`config.mk`:
```
export PLATFORM = sky130hd
export DESIGN_NAME = ov7670_pattern_source
export DESIGN_NICKNAME = d
export VERILOG_FILES = /design/src/rtl/ov7670_pattern_source.sv
export SDC_FILE = /design/constraint.sdc
export NUM_CORES = 1
export LEC_CHECK = 0
export CORE_ASPECT_RATIO = 0.75
export CORE_MARGIN = 4
export CORE_UTILIZATION = 57
export CTS_BUF_LIST = sky130_fd_sc_hd__clkbuf_8
export CTS_CLUSTER_DIAMETER = 60
export DETAILED_ROUTE_END_ITERATION = 6
export PLACE_DENSITY = 0.79
export SLEW_MARGIN = 5
export SYNTH_ARGS = -nofsm -noshare
export SYNTH_HDL_FRONTEND = slang
export SYNTH_SLANG_ARGS = --single-unit
```
`constraint.sdc`:
```
create_clock -name clk -period 2.6 [get_ports clk]
set_input_delay 0.52 -clock clk [delete_from_list [all_inputs] [get_ports clk]]
set_output_delay 0.52 -clock clk [all_outputs]
set_load 0.02 [all_outputs]
```
`src/rtl/ov7670_pattern_source.sv`:
```
// OV7670-style parallel video source: pclk/vsync/href/8-bit data carrying RGB565 test patterns.
// Everything advances on pclk falling edges ("ticks"), so data is stable at every pclk rise.
//
// state    | meaning
// ---------+----------------------------------------------------------
// S_IDLE   | no frame in flight; waits for enable on a tick
// S_VSYNC  | VSYNC_LINES line periods with vsync high
// S_VBACK  | V_BACK blank line periods after vsync
// S_ACTIVE | V_ACTIVE lines: 2*H_ACTIVE href bytes, then H_BLANK blank ticks
// S_VFRONT | V_FRONT blank line periods; frame ends on its last tick
module ov7670_pattern_source #(
    parameter int          H_ACTIVE    = 320,
    parameter int          V_ACTIVE    = 240,
    parameter int          H_BLANK     = 144,
    parameter int          VSYNC_LINES = 3,
    parameter int          V_BACK      = 17,
    parameter int          V_FRONT     = 10,
    parameter logic [15:0] SOLID_COLOR = 16'hF800
) (
    input  logic       clk,
    input  logic       reset,
    input  logic       enable,
    input  logic [1:0] patternSel,
    output logic       pclk,
    output logic       vsync,
    output logic       href,
    output logic [7:0] cameraData,
    output logic       frameDone,
    output logic       busy
);

    localparam int LINE_TICKS = 2 * H_ACTIVE + H_BLANK;
    localparam int TW         = $clog2(LINE_TICKS);
    localparam int MAX_A      = (VSYNC_LINES > V_BACK) ? VSYNC_LINES : V_BACK;
    localparam int MAX_B      = (V_ACTIVE > V_FRONT) ? V_ACTIVE : V_FRONT;
    localparam int MAX_LINES  = (MAX_A > MAX_B) ? MAX_A : MAX_B;
    localparam int LW         = (MAX_LINES > 1) ? $clog2(MAX_LINES) : 1;
    localparam int RW         = ($clog2(V_ACTIVE) > 8) ? $clog2(V_ACTIVE) : 8;
    localparam int COL_W      = ($clog2(H_ACTIVE) > 8) ? $clog2(H_ACTIVE) : 8;
    localparam int BAR_W      = H_ACTIVE / 8;
    localparam int BW         = (BAR_W > 1) ? $clog2(BAR_W) : 1;

    localparam logic [TW-1:0] TICK_LAST = TW'(LINE_TICKS - 1);
    localparam logic [TW-1:0] HB_T      = TW'(H_BLANK);
    localparam logic [LW-1:0] VS_LAST   = LW'(VSYNC_LINES - 1);
    localparam logic [LW-1:0] VB_LAST   = LW'((V_BACK > 0) ? V_BACK - 1 : 0);
    localparam logic [LW-1:0] VA_LAST   = LW'(V_ACTIVE - 1);
    localparam logic [LW-1:0] VF_LAST   = LW'((V_FRONT > 0) ? V_FRONT - 1 : 0);
    localparam logic [BW-1:0] BAR_LAST  = BW'(BAR_W - 1);

    typedef enum logic [2:0] {
        S_IDLE,
        S_VSYNC,
        S_VBACK,
        S_ACTIVE,
        S_VFRONT
    } state_t;

    localparam state_t LAST_STATE = (V_FRONT > 0) ? S_VFRONT : S_ACTIVE;

    logic             phase;
    state_t           state;
    logic [TW-1:0]    tick_cnt;
    logic [LW-1:0]    line_cnt;
    logic [RW-1:0]    row;
    logic [COL_W-1:0] col;
    logic             lo_byte;
    logic [2:0]       bar_idx;
    logic [BW-1:0]    bar_left;
    logic [1:0]       pat;

    state_t           nxt_state;
    logic [TW-1:0]    nxt_tick;
    logic [LW-1:0]    nxt_line;
    logic [RW-1:0]    nxt_row;
    logic [COL_W-1:0] nxt_col;
    logic             nxt_lo;
    logic [2:0]       nxt_bar;
    logic [BW-1:0]    nxt_bar_left;
    logic             start;
    logic             nxt_last;
    logic             nxt_href;
    logic [15:0]      pix;
    logic [7:0]       nxt_data;

    function automatic logic [15:0] bar_color(input logic [2:0] idx);
        case (idx)
            3'd0:    return 16'hFFFF;
            3'd1:    return 16'hFFE0;
            3'd2:    return 16'h07FF;
            3'd3:    return 16'h07E0;
            3'd4:    return 16'hF81F;
            3'd5:    return 16'hF800;
            3'd6:    return 16'h001F;
            default: return 16'h0000;
        endcase
    endfunction

    // Position of the tick period that begins on the coming tick.
    always_comb begin
        start        = 1'b0;
        nxt_state    = state;
        nxt_tick     = tick_cnt;
        nxt_line     = line_cnt;
        nxt_row      = row;
        nxt_col      = col;
        nxt_lo       = lo_byte;
        nxt_bar      = bar_idx;
        nxt_bar_left = bar_left;
        if (state == S_IDLE) begin
            start = enable;
        end else if (tick_cnt != '0) begin
            nxt_tick = tick_cnt - TW'(1);
            if (lo_byte) begin
                nxt_lo  = 1'b0;
                nxt_col = col + COL_W'(1);
                if (bar_left == '0) begin
                    nxt_bar      = bar_idx + 3'd1;
                    nxt_bar_left = BAR_LAST;
                end else begin
                    nxt_bar_left = bar_left - BW'(1);
                end
            end else begin
                nxt_lo = 1'b1;
            end
        end else begin
            nxt_tick     = TICK_LAST;
            nxt_col      = '0;
            nxt_lo       = 1'b0;
            nxt_bar      = '0;
            nxt_bar_left = BAR_LAST;
            if (line_cnt != '0) begin
                nxt_line = line_cnt - LW'(1);
                if (state == S_ACTIVE) nxt_row = row + RW'(1);
            end else begin
                case (state)
                    S_VSYNC: begin
                        if (V_BACK > 0) begin
                            nxt_state = S_VBACK;
                            nxt_line  = VB_LAST;
                        end else begin
                            nxt_state = S_ACTIVE;
                            nxt_line  = VA_LAST;
                            nxt_row   = '0;
                        end
                    end
                    S_VBACK: begin
                        nxt_state = S_ACTIVE;
                        nxt_line  = VA_LAST;
                        nxt_row   = '0;
                    end
                    S_ACTIVE: begin
                        if (V_FRONT > 0) begin
                            nxt_state = S_VFRONT;
                            nxt_line  = VF_LAST;
                        end else begin
                            start = 1'b1;
                        end
                    end
                    default: start = 1'b1;
                endcase
            end
        end
        if (start) begin
            nxt_state = S_VSYNC;
            nxt_tick  = TICK_LAST;
            nxt_line  = VS_LAST;
        end
    end

    assign nxt_last = (nxt_state == LAST_STATE) && (nxt_line == '0) && (nxt_tick == '0);
    assign nxt_href = (nxt_state == S_ACTIVE) && (nxt_tick >= HB_T);

    always_comb begin
        case (pat)
            2'd0:    pix = bar_color(nxt_bar);
            2'd1:    pix = {nxt_row[7:0], nxt_col[7:0]};
            default: pix = SOLID_COLOR;
        endcase
    end

    assign nxt_data = nxt_href ? (nxt_lo ? pix[7:0] : pix[15:8]) : 8'h00;
    assign pclk     = phase;

    always_ff @(posedge clk) begin
        if (reset) begin
            phase      <= 1'b0;
            state      <= S_IDLE;
            tick_cnt   <= '0;
            line_cnt   <= '0;
            row        <= '0;
            col        <= '0;
            lo_byte    <= 1'b0;
            bar_idx    <= '0;
            bar_left   <= '0;
            pat        <= '0;
            vsync      <= 1'b0;
            href       <= 1'b0;
            cameraData <= 8'h00;
            frameDone  <= 1'b0;
            busy       <= 1'b0;
        end else begin
            phase     <= ~phase;
            frameDone <= 1'b0;
            if (phase) begin
                tick_cnt   <= nxt_tick;
                line_cnt   <= nxt_line;
                row        <= nxt_row;
                col        <= nxt_col;
                lo_byte    <= nxt_lo;
                bar_idx    <= nxt_bar;
                bar_left   <= nxt_bar_left;
                vsync      <= (nxt_state == S_VSYNC);
                href       <= nxt_href;
                cameraData <= nxt_data;
                frameDone  <= nxt_last;
                if (start) pat <= patternSel;
                // The final tick of the frame is blank, so idling through it looks identical.
                if (nxt_last && !enable) begin
                    state <= S_IDLE;
                    busy  <= 1'b0;
                end else begin
                    state <= nxt_state;
                    busy  <= (nxt_state != S_IDLE);
                end
            end
        end
    end

endmodule

```
==> results.json <==
{
  "detailed_place_hpwl_mm": 8.22,
  "period_minus_slack_ps": 2540,
  "fillers": 516,
  "portBuffers": 17,
  "clkTransAtPathRegs_ps": 70,
  "clock_power_share_pct": 30.6,
  "cap_violations": 0,
  "synth-seq-area-share_pct": 31.8,
  "num_rows": 25,
  "grt_pass1_wl_mm": 19.4,
  "worst_slack_ps": 55.4,
  "wirelength_mm": 11.6,
  "avgRoutedWirePerCell_um": 18.1,
  "hp-class": "register to register",
  "async_flop_share_pct": 0,
  "rrSetupSlack_ps": 60,
  "worstPathArrival_ps": 2790,
  "synth-seq-cells": 62,
  "clock_latency_ps": 350,
  "critPathLaunch": "tick_cnt[0]",
  "utilization_pct": 72.3,
  "yosys_warnings": 0,
  "power_mw": 2.83,
  "cts_max_level": 3,
  "clock-sinks": 62,
  "hold_violations": 0,
  "die_h_um": 79.6,
  "syn2layout_area_growth_pct": 20.0,
  "drive_gt1_share_pct": 17.1,
  "crit_path_end_kind": "register",
  "finalMaxSlewViolations": 0,
  "fmax_mhz": 393,
  "routed_via_density": 6.53,
  "reg2reg_depth": 7,
  "criticalPathCategory": "register to register",
  "core_mm2": 0.00647,
  "antenna_found_initial": 0,
  "grt_overflow": 0,
  "ant_nets": 0,
  "grt_max_degree": 38,
  "cts_buffers": 9,
  "min_period_over_period_pct": 97.9,
  "r2r_start": "tick_cnt[0]",
  "hold_ws_ps": 447,
  "netlist_instances": 512,
  "p_leak_nw": 1.68,
  "netSwitchingFraction_pct": 35.4,
  "hp-start": "href",
  "finClkSkew_ps": 9.40,
  "die-area_mm2": 0.00825,
  "cts_tree": "built",
  "setup_viol": 0,
  "gp_routability_congestion": 0.917,
  "p_per_area_mw_per_mm2": 605,
  "antenna_cells": 0,
  "power.switching_mw": 1.00,
  "syn_area_per_cell_um2": 7.62,
  "cts-root-buf": "clkbuf_8",
  "p_comb_share_pct": 32.8,
  "seqPwrFrac_pct": 36.6,
  "mostFrequentLayoutCell": "nor2_1",
  "start_util_pct": 60.3,
  "drc": 0,
  "grt_pass1_vias": 3901,
  "cp_max_fo": 7,
  "synth_cell_type_count": 63,
  "crit_end": "cameraData[6]",
  "maxSlewHeadroom_pct": 54.9,
  "pre_cts_ws_ps": -24.5,
  "nNetsFinal": 569,
  "r2r_end": "cameraData[6]",
  "tightest_slew_ps": 674,
  "grt_use_total_pct": 28.9,
  "first_pass_iters": 6,
  "cts-hold-fix-buffers": 0,
  "status": "complete, no violations",
  "clock_path_buffers": 2,
  "io_pins": 18,
  "dpl-instance-area_mm2": 0.00437,
  "die_w_um": 104,
  "peakVddDrop_mv": 0.376,
  "vias": 4200,
  "synth_edf_count": 0,
  "critPathLaunchType": "register",
  "cp.required_ps": 2840,
  "p_int_mw": 1.83,
  "synthFlopType": "dfxtp_1",
  "synth_nets": 524,
  "synth_area_mm2": 0.00390,
  "fin_area_mm2": 0.00468,
  "layout_common_cells": "nor2_1, dfxtp_1, nand2_1, buf_4, a21oi_1",
  "drtIter0Drc": 418
}
cells in the mapped netlist, drive strengths merged, types with 7 or more instances:
library cell	number	share of area, %
a211oi	9	1.7
a21oi	39	5.0
a311oi	9	2.0
a32o	8	2.1
and3	9	1.4
buf	13	2.2
clkbuf	20	1.9
dfxtp	62	32
ha	7	2.2
inv	13	1.3
mux2i	11	2.8
nand2	51	4.9
nand3	12	1.7
nand4	7	1.3
nor2	66	6.4
nor3	19	2.6
nor4	11	1.8
o21ai	40	5.1
or3	8	1.4
xnor2	10	2.2
state kept, by name (all words and copies together), names as in the netlist, 2 cells and up:
| name | count |
|---|---|
| tick_cnt | 10 |
| line_cnt | 8 |
| pat | 2 |
| bar_left | 6 |
| row | 8 |
| cameraData | 8 |
| bar_idx | 3 |
| col | 8 |
| state | 3 |
routing by layer:
metal  GRT usage, %  part of all wire, %  vias up
li1               -                    -     2005
met1           40.5                   45     1948
met2           44.5                   43      224
met3           6.39                  9.7       23
met4           9.43                  1.7        0
met5              0                    0        -
worst max-delay path, cell delays in order (launching register included):
cell	delay, ps
dfxtp_2	340
or4_4	540
o21a_1	170
or4_1	460
a21o_1	200
a31o_1	190
and4b_2	260
a32o_1	260
what timing repair did:
item	4_1_cts	5_1_grt
resized for setup	2	25
cloned	0	1
pin swaps	0	4
setup endpoints to repair	3	13
setup buffers	0	1
cells by family (layout without fill, tap and decap cells):
group                      after synthesis  after routing  synth area share, %
muxes                                   13             13                 3.40
adders and majority gates                7              7                 2.24
and+or+nand+nor                        223            223                 29.4
AOI/OAI and AO/OA                      148            148                 24.8
DFF                                     62             62                 31.8
buffers and inverters                   46             96                 5.39
xor gates and xnor gates                13             13                 2.92
power groups by stage:
stage / registers (mW) / clock network, mW / logic (mW)
6_report: 1.04 / 0.866 / 0.928
5_1_grt: 1.04 / 0.923 / 1.01
4_1_cts: 1.03 / 0.882 / 0.851
3_5_place_dp: 1.05 / 0 / 0.844
3_3_place_gp: 1.05 / 0 / 0.833
2_1_floorplan: 1.05 / 0 / 0.556
how the worst min path moves through the flow:
stage	endpoint	slack, ps	cells past startpoint
5_1_grt	cameraData[4]	500	1
3_3_place_gp	href	430	2
6_report	href	450	2
2_1_floorplan	bar_idx[1]	450	2
4_1_cts	href	450	2
3_5_place_dp	href	440	2
layout make-up:
| cell class | instances | area, µm² | area share [%] |
|---|---|---|---|
| Multi-Input combinational cell | 404 | 2540 | 54.3 |
| Sequential cell | 62 | 1250 | 26.6 |
| Timing Repair Buffer | 67 | 544 | 11.6 |
| Clock buffer | 10 | 138 | 2.94 |
| Tap cell | 81 | 101 | 2.17 |
| Clock inverter | 6 | 62.6 | 1.34 |
| Inverter | 13 | 48.8 | 1.04 |
stage by stage:
stage | std cells | setup TNS [ps]
floorplan | 512 | 0
global placement | 625 | 0
detailed placement | 625 | -24.5
CTS | 641 | 0
global route | 643 | -38.4
finish | 643 | 0
Note: power is estimated with default switching activity, not from simulation.
